### src/rtl/tim_clken.sv
// tim_clken: cog clock-enable generator running entirely on clock_160.
// Emits single-cycle enables at cog rate (clk_en) and twice cog rate
// (clk_en_pll). Mode changes take effect only on a period boundary, PLL
// modes wait for an emulated lock delay, and invalid PLL selections stall.
//
// state      | meaning
// -----------+---------------------------------------------------------
// RUN        | applied mode running, nothing pending
// LOCK       | old mode running, lock counter advancing toward lock
// WAIT_EDGE  | old mode running until cnt==0, then pending is applied
// STALL      | applied mode is invalid; no enables, cnt held at 0
module tim_clken #(
  parameter int SLOW_BITS   = 13,
  parameter int LOCK_CYCLES = 1024,
  parameter int LOCK_W      = 11
) (
  input  logic       clock_160,
  input  logic       res_n,
  input  logic [6:0] cfg,
  input  logic       cfg_wr,
  output logic       clk_en,
  output logic       clk_en_pll,
  output logic [4:0] mode,
  output logic       switching,
  output logic       pll_locked,
  output logic       stalled
);

  typedef enum logic [1:0] {
    ST_RUN       = 2'd0,
    ST_LOCK      = 2'd1,
    ST_WAIT_EDGE = 2'd2,
    ST_STALL     = 2'd3
  } state_t;

  localparam logic [LOCK_W-1:0]    LOCK_LAST = LOCK_W'(LOCK_CYCLES - 1);
  localparam logic [SLOW_BITS-1:0] CNT_RST   = SLOW_BITS'(15);
  localparam logic [SLOW_BITS-1:0] CNT_ONE   = SLOW_BITS'(1);

  // PLL multiplier selections are only meaningful with PLL and oscillator on
  function automatic logic is_stall(input logic [4:0] sel);
    return (sel[2:0] >= 3'd3) && (sel[4:3] != 2'b11);
  endfunction

  // Period minus one, in clock_160 cycles, for a non-stall selection
  function automatic logic [SLOW_BITS-1:0] period_m1(input logic [4:0] sel);
    logic [SLOW_BITS-1:0] p;
    p = '0;
    case (sel[2:0])
      3'd0:    p = SLOW_BITS'(15);
      3'd1:    p = '1;
      3'd2:    p = SLOW_BITS'(31);
      3'd3:    p = SLOW_BITS'(31);
      3'd4:    p = SLOW_BITS'(15);
      3'd5:    p = SLOW_BITS'(7);
      3'd6:    p = SLOW_BITS'(3);
      default: p = SLOW_BITS'(1);
    endcase
    return p;
  endfunction

  state_t               state_q, state_d;
  logic [4:0]           mode_q, mode_d;
  logic [4:0]           pending_q, pending_d;
  logic [SLOW_BITS-1:0] cnt_q, cnt_d;
  logic [LOCK_W-1:0]    lock_cnt_q, lock_cnt_d;
  logic                 pll_locked_q, pll_locked_d;
  logic                 clk_en_q, clk_en_d;
  logic                 clk_en_pll_q, clk_en_pll_d;
  logic                 defer_q, defer_d;
  logic [4:0]           defer_sel_q, defer_sel_d;

  logic [4:0]           cfg_sel;
  logic [4:0]           wr_sel;
  logic                 wr_eval;
  logic                 wr_ignored;
  logic                 wr_accept;
  logic                 apply;
  logic                 lock_done;
  logic                 mode_stall;
  logic [SLOW_BITS-1:0] cur_pm1;
  logic [SLOW_BITS-1:0] cur_half;
  logic                 unused_osc_mode;

  // Oscillator drive-mode bits have no effect on enable timing
  assign unused_osc_mode = ^cfg[4:3];

  assign cfg_sel    = {cfg[6:5], cfg[2:0]};
  // A write landing on an apply edge is replayed one cycle later
  assign wr_eval    = cfg_wr | defer_q;
  assign wr_sel     = cfg_wr ? cfg_sel : defer_sel_q;
  assign mode_stall = is_stall(mode_q);
  assign cur_pm1    = period_m1(mode_q);
  assign cur_half   = (cur_pm1 >> 1) + CNT_ONE;
  assign apply      = (state_q == ST_WAIT_EDGE) && (cnt_q == '0);
  assign lock_done  = (state_q == ST_LOCK) && (lock_cnt_q == LOCK_LAST);
  assign wr_ignored = (wr_sel == mode_q) &&
                      ((state_q == ST_RUN) || (state_q == ST_STALL));
  assign wr_accept  = wr_eval && !apply && !wr_ignored;

  // State register
  always_ff @(posedge clock_160 or negedge res_n) begin
    if (!res_n) begin
      state_q <= ST_RUN;
    end else begin
      state_q <= state_d;
    end
  end

  // Next state: apply at boundary, accept writes, finish lock
  always_comb begin
    state_d     = state_q;
    pending_d   = pending_q;
    defer_d     = 1'b0;
    defer_sel_d = defer_sel_q;
    if (apply) begin
      state_d     = is_stall(pending_q) ? ST_STALL : ST_RUN;
      defer_d     = wr_eval;
      defer_sel_d = wr_sel;
    end else if (wr_accept) begin
      pending_d = wr_sel;
      if (wr_sel[4] && !pll_locked_q && !lock_done) begin
        state_d = ST_LOCK;
      end else begin
        state_d = ST_WAIT_EDGE;
      end
    end else if (lock_done) begin
      state_d = ST_WAIT_EDGE;
    end
  end

  // Period counter, enables, applied mode and lock emulation
  always_comb begin
    cnt_d        = cnt_q;
    clk_en_d     = 1'b0;
    clk_en_pll_d = 1'b0;
    mode_d       = mode_q;
    lock_cnt_d   = lock_cnt_q;
    pll_locked_d = pll_locked_q;
    if (mode_stall) begin
      cnt_d = '0;
    end else begin
      clk_en_d     = (cnt_q == '0);
      clk_en_pll_d = (cnt_q == '0) || (cnt_q == cur_half);
      cnt_d        = (cnt_q == '0) ? cur_pm1 : cnt_q - CNT_ONE;
    end
    if (apply) begin
      mode_d = pending_q;
      cnt_d  = is_stall(pending_q) ? '0 : period_m1(pending_q);
      if (!pending_q[4]) begin
        pll_locked_d = 1'b0;
        lock_cnt_d   = '0;
      end
    end
    if (lock_done) begin
      pll_locked_d = 1'b1;
    end else if (state_q == ST_LOCK) begin
      lock_cnt_d = lock_cnt_q + LOCK_W'(1);
    end
  end

  // Datapath registers
  always_ff @(posedge clock_160 or negedge res_n) begin
    if (!res_n) begin
      mode_q       <= '0;
      pending_q    <= '0;
      cnt_q        <= CNT_RST;
      lock_cnt_q   <= '0;
      pll_locked_q <= 1'b0;
      clk_en_q     <= 1'b0;
      clk_en_pll_q <= 1'b0;
      defer_q      <= 1'b0;
      defer_sel_q  <= '0;
    end else begin
      mode_q       <= mode_d;
      pending_q    <= pending_d;
      cnt_q        <= cnt_d;
      lock_cnt_q   <= lock_cnt_d;
      pll_locked_q <= pll_locked_d;
      clk_en_q     <= clk_en_d;
      clk_en_pll_q <= clk_en_pll_d;
      defer_q      <= defer_d;
      defer_sel_q  <= defer_sel_d;
    end
  end

  // Status outputs decoded from state and applied mode
  always_comb begin
    switching = (state_q == ST_LOCK) || (state_q == ST_WAIT_EDGE);
    stalled   = mode_stall;
  end

  assign clk_en     = clk_en_q;
  assign clk_en_pll = clk_en_pll_q;
  assign mode       = mode_q;
  assign pll_locked = pll_locked_q;

endmodule

### config.mk
export PLATFORM = sky130hd
export DESIGN_NAME = tim_clken
export DESIGN_NICKNAME = d
export VERILOG_FILES = /design/src/rtl/tim_clken.sv
export SDC_FILE = /design/constraint.sdc
export NUM_CORES = 1
export LEC_CHECK = 0
export CORE_ASPECT_RATIO = 0.5
export CORE_MARGIN = 2
export CORE_UTILIZATION = 30
export DETAILED_ROUTE_END_ITERATION = 8
export PLACE_DENSITY = 0.54
export SLEW_MARGIN = 20
export SYNTH_ARGS = -nofsm -noshare
export SYNTH_HDL_FRONTEND = slang
export SYNTH_SLANG_ARGS = --single-unit
### constraint.sdc
create_clock -name clock_160 -period 2.65 [get_ports clock_160]
set_input_delay 0.265 -clock clock_160 [delete_from_list [all_inputs] [get_ports clock_160]]
set_output_delay 0.265 -clock clock_160 [all_outputs]
set_load 0.05 [all_outputs]
# --- After elaboration in Yosys (flattened, before gate mapping) ---
# Index checks and enable logic that the tools add are counted.
word_totals:
  reg_bits: 45
  in_bits: 10
  wordCells: 88
op_classes:
  n_addsub: 3
  magnitude_cmp: 2
  n_eq_ne: 21
  muxes: 22
  bitwise_logic: 2
  reduce_logical: 28
op_table:
  columns: ["operator", "count"]
  rows:
  - ["case mux 13 bit (5 select lines)", 2]
  - ["2-to-1 mux 13 bit", 4]
  - ["2-to-1 mux 11 bit", 4]
  - ["equality test 3 bit, second input constant", 6]
  - ["adder 12 x 1 -> 13 bit, second input constant", 1]
  - ["equality test 13 bit", 1]
  - ["logical NOT 13 bit", 1]
  - ["subtractor 13 x 1 -> 13 bit, second input constant", 1]
  - ["equality test 3 x 2 -> 1 bit, second input constant", 4]
  - ["adder 11 x 1 -> 11 bit, second input constant", 1]
  - ["equality test 11 x 10 -> 1 bit, second input constant", 1]
  - ["2-to-1 mux 2 bit", 5]
  - ["logical AND 1 bit", 9]
  - ["OR reduction 2 bit", 4]
  - ["equality test 3 x 1 -> 1 bit, second input constant", 2]
  - ["greater-or-equal comparator 3 x 2 -> 1 bit, second input constant", 2]
  - ["logical NOT 3 bit", 2]
  - ["2-to-1 mux 1 bit", 6]
  - ["equality test 5 bit", 1]
  - ["2-to-1 mux 5 bit", 1]
  - ["equality test 2 bit, second input constant", 2]
  - ["logical NOT 1 bit", 4]
  - ["inequality test 2 bit, second input constant", 2]
  - ["AND reduction 2 bit", 2]
  - ["other kinds (8)", 10]

# --- Logic depth before layout (Yosys ltp) ---
# Gate-level depths: netlist of run 1.
depth:
  depth_word: 7
  ltp_mapped: 10

# --- Worst setup path after synthesis of run 1 ---
# No wires, ideal clock.
synth_timing:
  path_type: "register -> register"
  from: "reg mode_q[1], in the netlist mode[1]"
  to: "reg cnt_q[9]"
  setup_ns: 0.123
  t_arrival_ns: 2.447
  required_time_ns: 2.527
  slack_ns: 0.080
  stages_incl_launch_ff: 7
  n_path_buf: 1
  period_less_slack_ns: 2.570
  path_cell_list: "dfrtp_1 clkbuf_1 a21oi_1 a21oi_1 nor2_1 o21ai_0 nand2_1"
synth_lines:
  columns: ["item", "line", "rtl"]
  rows:
  - ["start, declared", "63", "logic [4:0] mode_q, mode_d;"]
  - ["start signal, assigned", "175", "mode_q <= mode_d;"]
  - ["greater-or-equal comparator 3 x 2 -> 1 bit", "42", "return (sel[2:0] >= 3'd3) && (sel[4:3] != 2'b11);"]
  - ["logical AND 1 bit", "42", null]
  - ["net stalled", "26", "output logic stalled"]
  - ["2-to-1 mux 13 bit", "140", "if (mode_stall) begin"]
  - ["2-to-1 mux 13 bit", "147", "if (apply) begin"]
  - ["net cnt_d[9]", "65", "logic [SLOW_BITS-1:0] cnt_q, cnt_d;"]
  - ["end signal, assigned", "177", "cnt_q <= cnt_d;"]
  - ["end, declared", "65", null]
# The timed path passes the listed nets, and every way through them passes these cells.
# A chain may end at the register's enable or synchronous reset.

# --- Worst setup path after layout of run 1 ---
layout_timing:
  from: "reg cnt_q[1]"
  to: "reg defer_sel_q[3]"
layout_between:
  elab_chain_cells: 2
layout_lines:
  columns: ["item", "line", "rtl"]
  rows:
  - ["logical NOT 13 bit", "95", "assign apply = (state_q == ST_WAIT_EDGE) && (cnt_q == '0);"]
  - ["logical AND 1 bit", "95", null]
  - ["end signal, assigned", "183", "defer_sel_q <= defer_sel_d;"]
  - ["end, declared", "71", "logic [4:0] defer_sel_q, defer_sel_d;"]
# Every way passes these cells.

==> results of run 1 <==
## per-stage QoR
stage / util, % / cells / area [µm²] / power [mW] / hold WS [ps]
3_3_place_gp: 35.22 / 401 / 2818 / 2.789 / 276.0
6_report: 37.19 / 410 / 2975 / 3.444 / 483.7
4_1_cts: 37.18 / 410 / 2974 / 3.468 / 490.7
5_1_grt: 37.19 / 410 / 2975 / 3.712 / 515.9
3_5_place_dp: 35.22 / 401 / 2818 / 2.829 / 289.2
2_1_floorplan: - / 273 / 2480 / 2.345 / -30.59
## synthesized netlist by cell type, types with 2 or more instances
library cell / number
dfrtp_1: 41
nand2_1: 36
nor2_1: 24
o21ai_0: 18
a21oi_1: 15
nand3_1: 11
inv_1: 10
clkbuf_1: 9
xor2_1: 9
mux2i_1: 8
a31oi_1: 7
o21ai_1: 6
xnor2_1: 6
mux2_1: 5
nor3_1: 5
o22ai_1: 5
dfstp_2: 4
ha_1: 4
o31ai_1: 4
or3_1: 4
buf_2: 3
nor4_1: 3
o21a_1: 3
and2_1: 2
and3_1: 2
nand2_2: 2
nand4_1: 2
nor2b_1: 2
or4_1: 2
## state kept, by name, indices dropped and copies added, names as in the netlist
register	count
clk_en	1
clk_en_pll	1
cnt_q	13
defer_q	1
defer_sel_q	5
lock_cnt_q	11
mode	5
pending_q	5
pll_locked	1
state_q	2
## cell usage in the layout, fill, tap and decap left out, types with 4 or more instances in the layout
| cell type | instances |
|---|---|
| mux2i_1 | 8 |
| clkdlybuf4s50_1 | 16 |
| mux2_1 | 5 |
| a21oi_1 | 15 |
| dfrtp_1 | 41 |
| a31oi_1 | 7 |
| dfstp_2 | 4 |
| o21ai_1 | 6 |
| nor2_1 | 24 |
| or3_1 | 4 |
| nand3_1 | 11 |
| inv_1 | 10 |
| clkbuf_16 | 5 |
| o21ai_0 | 18 |
| buf_4 | 13 |
| o22ai_1 | 5 |
| ha_1 | 4 |
| xor2_1 | 9 |
| nand2_1 | 36 |
| o31ai_1 | 4 |
| nor3_1 | 5 |
| xnor2_1 | 6 |
## cell families after synthesis
kind of cell | Yosys count
flip-flops | 45
XOR/XNOR | 15
AND/OR/NAND/NOR | 104
adder cells (fa/ha/maj) | 4
AO/OA/AOI/OAI | 68
buffers and inverters | 24
multiplexers | 13
## worst register-to-register path: cells and delay by family (launching register included)
family / cells / cell delay [ps]
adder cells (fa/ha/maj): 1 / 230
AND/OR/NAND/NOR: 4 / 1260
multiplexers: 1 / 340
buffers and inverters: 1 / 100
flip-flops: 1 / 380
## worst min path at each step
stage | start | endpoint | slack (ps) | cells past startpoint
final | defer_q | defer_q | 480 | 2
after global routing | defer_sel_q[1] | defer_sel_q[1] | 520 | 1
after CTS | lock_cnt_q[9] | lock_cnt_q[9] | 490 | 1
after detailed placement | res_n | lock_cnt_q[9] | 290 | 1
after global placement | res_n | lock_cnt_q[7] | 280 | 1
after floorplan | res_n | clk_en | -30 | 0
## routing by layer
metal | vias up | wire length [µm]
met2 | 22 | 2786
li1 | 1018 | -
met4 | 0 | 41
met3 | 6 | 133
met1 | 1011 | 2691
met5 | - | 0
## what timing repair did
action,4_1_cts,5_1_grt
resized for setup,0,1
hold endpoints to repair,23,0
endpoints found under the setup margin,0,1
hold buffers,1,0
## area by class of cell
type | count | area (µm²)
fillers | 829 | 5025
flip-flops and latches | 45 | 1131
well taps | 112 | 140.1
repair buffers | 31 | 272.8
multi-input cells | 204 | 1247
inverters | 10 | 37.54
clock buffers | 8 | 146.4
## power groups by stage
stage / sequential [mW] / combinational, mW / clock, mW
after floorplan: 1.25 / 1.09 / 0
after global placement: 1.21 / 1.58 / 0
after detailed placement: 1.22 / 1.61 / 0
after CTS: 1.21 / 1.62 / 0.642
after global routing: 1.26 / 1.79 / 0.663
final: 1.21 / 1.61 / 0.622
==> summary.md, run 1 <==
| Metric | Value |
|---|---|
| Total inserted antenna cells | `0` |
| Total internal power | `around 1.9 mW` |
| Bufs and invs on worst path | `1` |
| Leakage power total | `1.336 nW` |
| CTS Buf Count | `5` |
| Largest area contributor in the synthesized netlist | `dfrtp_1` |
| Post-detailed-routing wire length | `~5700 µm` |
| Outcome | `finished clean` |
| Setup repair after global routing missed its margin | `no` |
| Comb power frac | `46.7%` |
| Start of the worst register-to-register path | `cnt_q[1]` |
| CTS tree | `built` |
| Post-detailed-placement half-perimeter wirelength | `just over 4000 µm` |
| Stages on the worst setup path | `7` |
| Yosys Warn Count | `0` |
| IO Pins | `20` |
| PwrDens | `1158 nW/µm²` |
| Number of enable-type register cells in the synthesized netlist | `0` |
| Clock transition at path regs | `60 ps` |
| Row Count | `23` |
| Clock H-tree levels | `2` |
| Net count of the finished layout | `311` |
| Highest ir drop seen on vdd | `0.3230 mV` |
| Highest achievable clock rate | `0.4140 GHz` |
| Share of total power in sequential cells | `between 30% and 40%` |
| CP endpoint | `defer_sel_q[3]` |
| Number of flip-flops and latches in the synthesized netlist | `45` |
| Top cell family by delay on the critical path | `simple AND/OR/NAND/NOR gates` |
| Max Transition Viols Final | `0` |
| CP Data Required Time | `between 2000 and 3000 ps` |
| Syn_nets | `287` |
| Worst setup path startpoint | `cnt_q[1]` |
| Area share of the leading cell type in the synthesized netlist | `41.37%` |
| Post-Synth Adder-Cell Area | `between 2 and 2.5%` |
| Period minus WS final | `2416 ps` |
| Ratio of cells with drive above 1 in the final layout | `10.40%` |
| Total via count in the routed design | `2,057` |
| Maximum number of pins on one net before global-route repair | `25` |
| End of the worst register-to-register path | `defer_sel_q[3]` |
| Layout area overhead | `19.98%` |
| Net switching power | `around 1.5 mW` |
| R2r setup slk | `230 ps` |
| Port Buffer Count | `17` |
| Sequential share of the synthesized area | `45.61%` |
| Max_cap viols | `0` |
| Sw Share | `43.50%` |
| DIE HEIGHT | `68.29 µm` |
| Share of synthesized cell area in and, or, nand and nor gates | `20.89%` |
| Cell with the biggest individual delay on the critical path | `or4b_1` |
| Max-Slew Margin vs Limit | `63.42%` |
| Mux contribution to synthesized area | `5.499%` |
| Post-route setup slack | `between 200 and 250 ps` |
| Placer congestion estimate | `around 0.79` |
| Die area | `9054 µm²` |
| Drc violations | `0` |
| Measured slew at the worst slew-check pin | `548.6 ps` |
| Type of origin of the critical path | `flop` |
| Routing usage on met3 | `2.741%` |
| Number of setup violations in the final report | `0` |
| GRT Overall Usage | `13.52%` |
| Area of the core region | `8000 µm²` |
| Dominant combinational cell family by area after synthesis | `simple AND/OR/NAND/NOR gates` |
| Routing layer with the top usage in global route | `met2` |
| Power share of the clock group | `18.1%` |
| Sink count of the clock tree | `45` |
| Final worst-path cycle share | `approximately 90%` |
| First-pass iteration count of the detailed router | `4` |
| Proportion of synthesized flip-flops having asynchronous set or reset | `between 90% and 100%` |
| Number of buffers on the longest clock path | `2` |
| Horiz. Die Dim | `about 130 µm` |
| Syn Inst Count | `approximately 270` |
| Number of nets with antenna violations after detailed routing | `0` |
| Fraction of synthesized cell area in xor and xnor cells | `5.298%` |
| Via count of the first global-routing pass | `approximately 2.1k` |
| Worst-case clock skew | `3.235 ps` |
| Delay contributed by the slowest stage of the critical path | `510 ps` |
| Global-route met1 utilization | `16.02%` |
| Worst path cell trace | `inv_1 > ha_1 > or4b_1 > nor4_4 > and2_1 > nand2_2 > mux2_1` |
| Starting density of the core | `31.00%` |
| Cell at the root of the clock tree | `clkbuf_16` |
| Worst Setup End Kind | `flop` |
| Setup_tns | `0 ps` |
| Leading cell types by total area after synthesis | `dfrtp_1, nand2_1, dfstp_2` |
| Hold violation count in the final report | `0` |
| Worst hold path type | `reg2reg` |
| Worst-path fanout max | `5` |
| Worst R2R Path Depth | `7` |
| Clock latency on the worst-skew pair | `280 ps` |
| Initial antenna violation count | `0` |
| Ys flop type | `dfrtp_1` |
| Count of cell types in the netlist | `50` |
| Met2 track utilization from global routing | `25.45%` |
| Signal arrival time at the worst endpoint | `2580 ps` |
| Via density per instance | `5.017` |
| Count of routing violations after the opening detailed-route iteration | `150` |
| Global-route wire length before repair | `between 9000 and 10,000 µm` |
| Worst Path Class, Setup | `reg2reg` |
| Summed instance area of the synthesized netlist | `2480 µm²` |
| Synth Area per Inst | `9.084 µm²` |
| # Post-CTS Setup Buffers | `0` |
| Residual overflow from global routing | `0` |
| Worst setup timing slack at the placement stage | `203.1 ps` |
| Post-detailed-route wirelength per cell | `13.79 µm` |
| Share of the synthesized area in compound gates (AO/OA/AOI/OAI) | `16.55%` |
(Power assumes the default switching activity.)
==> run 2, diff against run 1 <==
- CORE_UTILIZATION: 30 -> 58
- PLACE_DENSITY: 0.54 -> 0.87
- clock period: 2.65 -> 2.7 ns (I/O delays scaled with it)
==> summary.md, run 2 (synthesized netlist as in run 1, its figures left out) <==
| Metric | Value |
|---|---|
| Outcome | `finished clean` |
| Max-Slew Margin vs Limit | `62.18% (-1.2 points)` |
| Measured slew at the worst slew-check pin | `567.3 ps (+18.67 ps)` |
| Worst path cell trace | `a21oi_1 > a21oi_1 > clkdlybuf4s50_1` |
| Row Count | `16 (-30%)` |
| Clock latency on the worst-skew pair | `300 ps (+20 ps)` |
| Max reg flops | `13 (unchanged)` |
| Sw Share | `46.07% (+2.6 points)` |
| CTS Buf Count | `5 (unchanged)` |
| Initial antenna violation count | `0 (unchanged)` |
| Layout area overhead | `13.02%` |
| Starting density of the core | `61.94% (+31 points)` |
| CP Data Required Time | `2430 ps (-380 ps)` |
| Post-detailed-placement half-perimeter wirelength | `3733 µm (-8.9%)` |
| Most flops, register | `cnt_q` |
| Worst-path fanout max | `12 (+7)` |
| PwrDens | `1122 nW/µm² (-3.1%)` |
| Hold violation count in the final report | `0 (unchanged)` |
| Setup repair after global routing missed its margin | `no` |
| Placed instance area | `2708 µm² (-3.9%)` |
| Setup_tns | `0 ps (unchanged)` |
| Number of setup violations in the final report | `0 (unchanged)` |
| Clock transition at path regs | `80 ps (+20 ps)` |
| Routing layer with the top usage in global route | `met2` |
| Share of total power in sequential cells | `38.4% (+3.2 points)` |
| Net count of the finished layout | `306 (-1.6%)` |
| Type of origin of the critical path | `flop` |
| Registers with the most flip-flops | `cnt_q x13, lock_cnt_q x11` |
| Global-route met1 utilization | `30.63% (+15 points)` |
| Final worst-path cycle share | `92.19%` |
| Via count of the first global-routing pass | `1,971 (-6.5%)` |
| Delay contributed by the slowest stage of the critical path | `870 ps (+360 ps)` |
| Count of routing violations after the opening detailed-route iteration | `187 (+25%)` |
| DIE HEIGHT | `50.24 µm (-26%)` |
| Drc violations | `0 (unchanged)` |
| Highest achievable clock rate | `roughly 0.40 GHz` |
| Critical path's most frequent cell | `a21oi_1` |
| Worst hold path type | `reg2reg` |
| Horiz. Die Dim | `96.48 µm (-27%)` |
| GRT Overall Usage | `24.30% (+11 points)` |
| Power share of the clock group | `13.0% (-5.1 points)` |
| Post-detailed-routing wire length | `5271 µm (-6.8%)` |
| Worst Path Class, Setup | `reg2out` |
| Max_cap viols | `0 (unchanged)` |
| Number of buffers on the longest clock path | `2 (unchanged)` |
| Met2 track utilization from global routing | `39.81% (+14 points)` |
| IO Pins | `20 (unchanged)` |
| Total inserted antenna cells | `0 (unchanged)` |
| Design area | `2803 µm² (-5.8%)` |
| Most used cells in the layout excluding fill and tap cells | `dfrtp_1, nand2_1, nor2_1, o21ai_0, clkdlybuf4s50_1` |
| Number of nets with antenna violations after detailed routing | `0 (unchanged)` |
| Resized cells post-CTS | `0 (unchanged)` |
| Die area | `4846 µm² (-46%)` |
| Port Buffer Count | `17 (unchanged)` |
| Post-detailed-route wirelength per cell | `15.19 µm (+10%)` |
| Via density per instance | `6.017 (+20%)` |
| Period minus WS final | `2489 ps` |
| Clock H-tree levels | `2 (unchanged)` |
| First-pass iteration count of the detailed router | `5 (+1)` |
| Routing usage on met3 | `7.357% (+4.6 points)` |
| Signal arrival time at the worst endpoint | `2220 ps (-360 ps)` |
| Max Transition Viols Final | `0 (unchanged)` |
| Area of the core region | `4004 µm² (-50%)` |
| Global-route wire length before repair | `8963 µm (-8.3%)` |
| Sink count of the clock tree | `45 (unchanged)` |
| Highest ir drop seen on vdd | `0.4909 mV (+52%)` |
| Most common cell after layout, fill and taps aside | `dfrtp_1` |
| Ratio of cells with drive above 1 in the final layout | `9.215% (-1.2 points)` |
| Cell at the root of the clock tree | `clkbuf_8` |
| Placer congestion estimate | `0.9413 (+18%)` |
| Comb power frac | `48.5% (+1.8 points)` |
| Total internal power | `1.695 mW (-13%)` |
| Leakage power total | `1.286 nW (-3.7%)` |
| CTS tree | `built` |
| Maximum number of pins on one net before global-route repair | `46 (+84%)` |
| Worst Setup End Kind | `output port` |
| Worst-case clock skew | `9.599 ps (+6.364 ps)` |
| Cell with the biggest individual delay on the critical path | `clkdlybuf4s50_1` |
| Total via count in the routed design | `2,088 (+1.5%)` |
| Net switching power | `1.448 mW (-3.3%)` |
| Residual overflow from global routing | `0 (unchanged)` |
run 2: cell type report:
| cell class | instances | area (µm²) |
|---|---|---|
| fill | 301 | 1201 |
| clock inverter | 2 | 10.01 |
| multi-input combinational | 204 | 1246 |
| tap | 54 | 67.56 |
| inverter | 10 | 37.54 |
| sequential | 45 | 1131 |
| clock buffer | 6 | 72.57 |
| timing repair buffer | 26 | 237.7 |
run 2: routing by layer:
metal / vias to the layer above / part of all wire [%]
met1: 997 / 42
met2: 76 / 49
met3: 9 / 7.2
li1: 1006 / -
met4: 0 / 1.3
met5: - / 0
run 2: worst paths after layout:
path	slack [ps]	start	depth (start not counted)	end
max	210	mode[0]	3	stalled
min	490	lock_cnt_q[9]	1	lock_cnt_q[9]
max reg2reg	220	cnt_q[1]	7	defer_sel_q[1]
min reg2reg	490	lock_cnt_q[9]	1	lock_cnt_q[9]
max in group asynchronous	1810	res_n	2	cnt_q[0]
min in group asynchronous	500	res_n	2	lock_cnt_q[6]
run 2: through the flow:
stage	instances	hold slack (ps)	worst slack [ps]	utilization, %	total power [mW]
4_1_cts	346	169.0	232.3	69.69	3.134
2_1_floorplan	273	-25.59	130.1	-	2.302
3_5_place_dp	338	471.7	141.0	67.63	2.725
5_1_grt	347	497.2	62.25	70.00	3.367
3_3_place_gp	338	471.5	251.2	67.63	2.655
6_report	347	490.4	210.8	70.00	3.143
run 2: repair_timing:
action / in CTS / in global routing
hold buffers: 0 / 1
buffers inserted: 0 / 0
hold endpoints to repair: 0 / 6
run 2: power by group through the flow:
stage	clock network, mW	registers [mW]	logic [mW]
detailed placement	0	1.22	1.51
floorplan	0	1.23	1.07
CTS	0.414	1.20	1.52
finish	0.409	1.21	1.53
global placement	0	1.20	1.46
global route	0.443	1.25	1.68
run 2: critical path: cells and delay by family (launching register included):
kind | cells | cell delay [ps]
flops | 1 | 620
buf+inv | 1 | 870
compound gates | 2 | 440
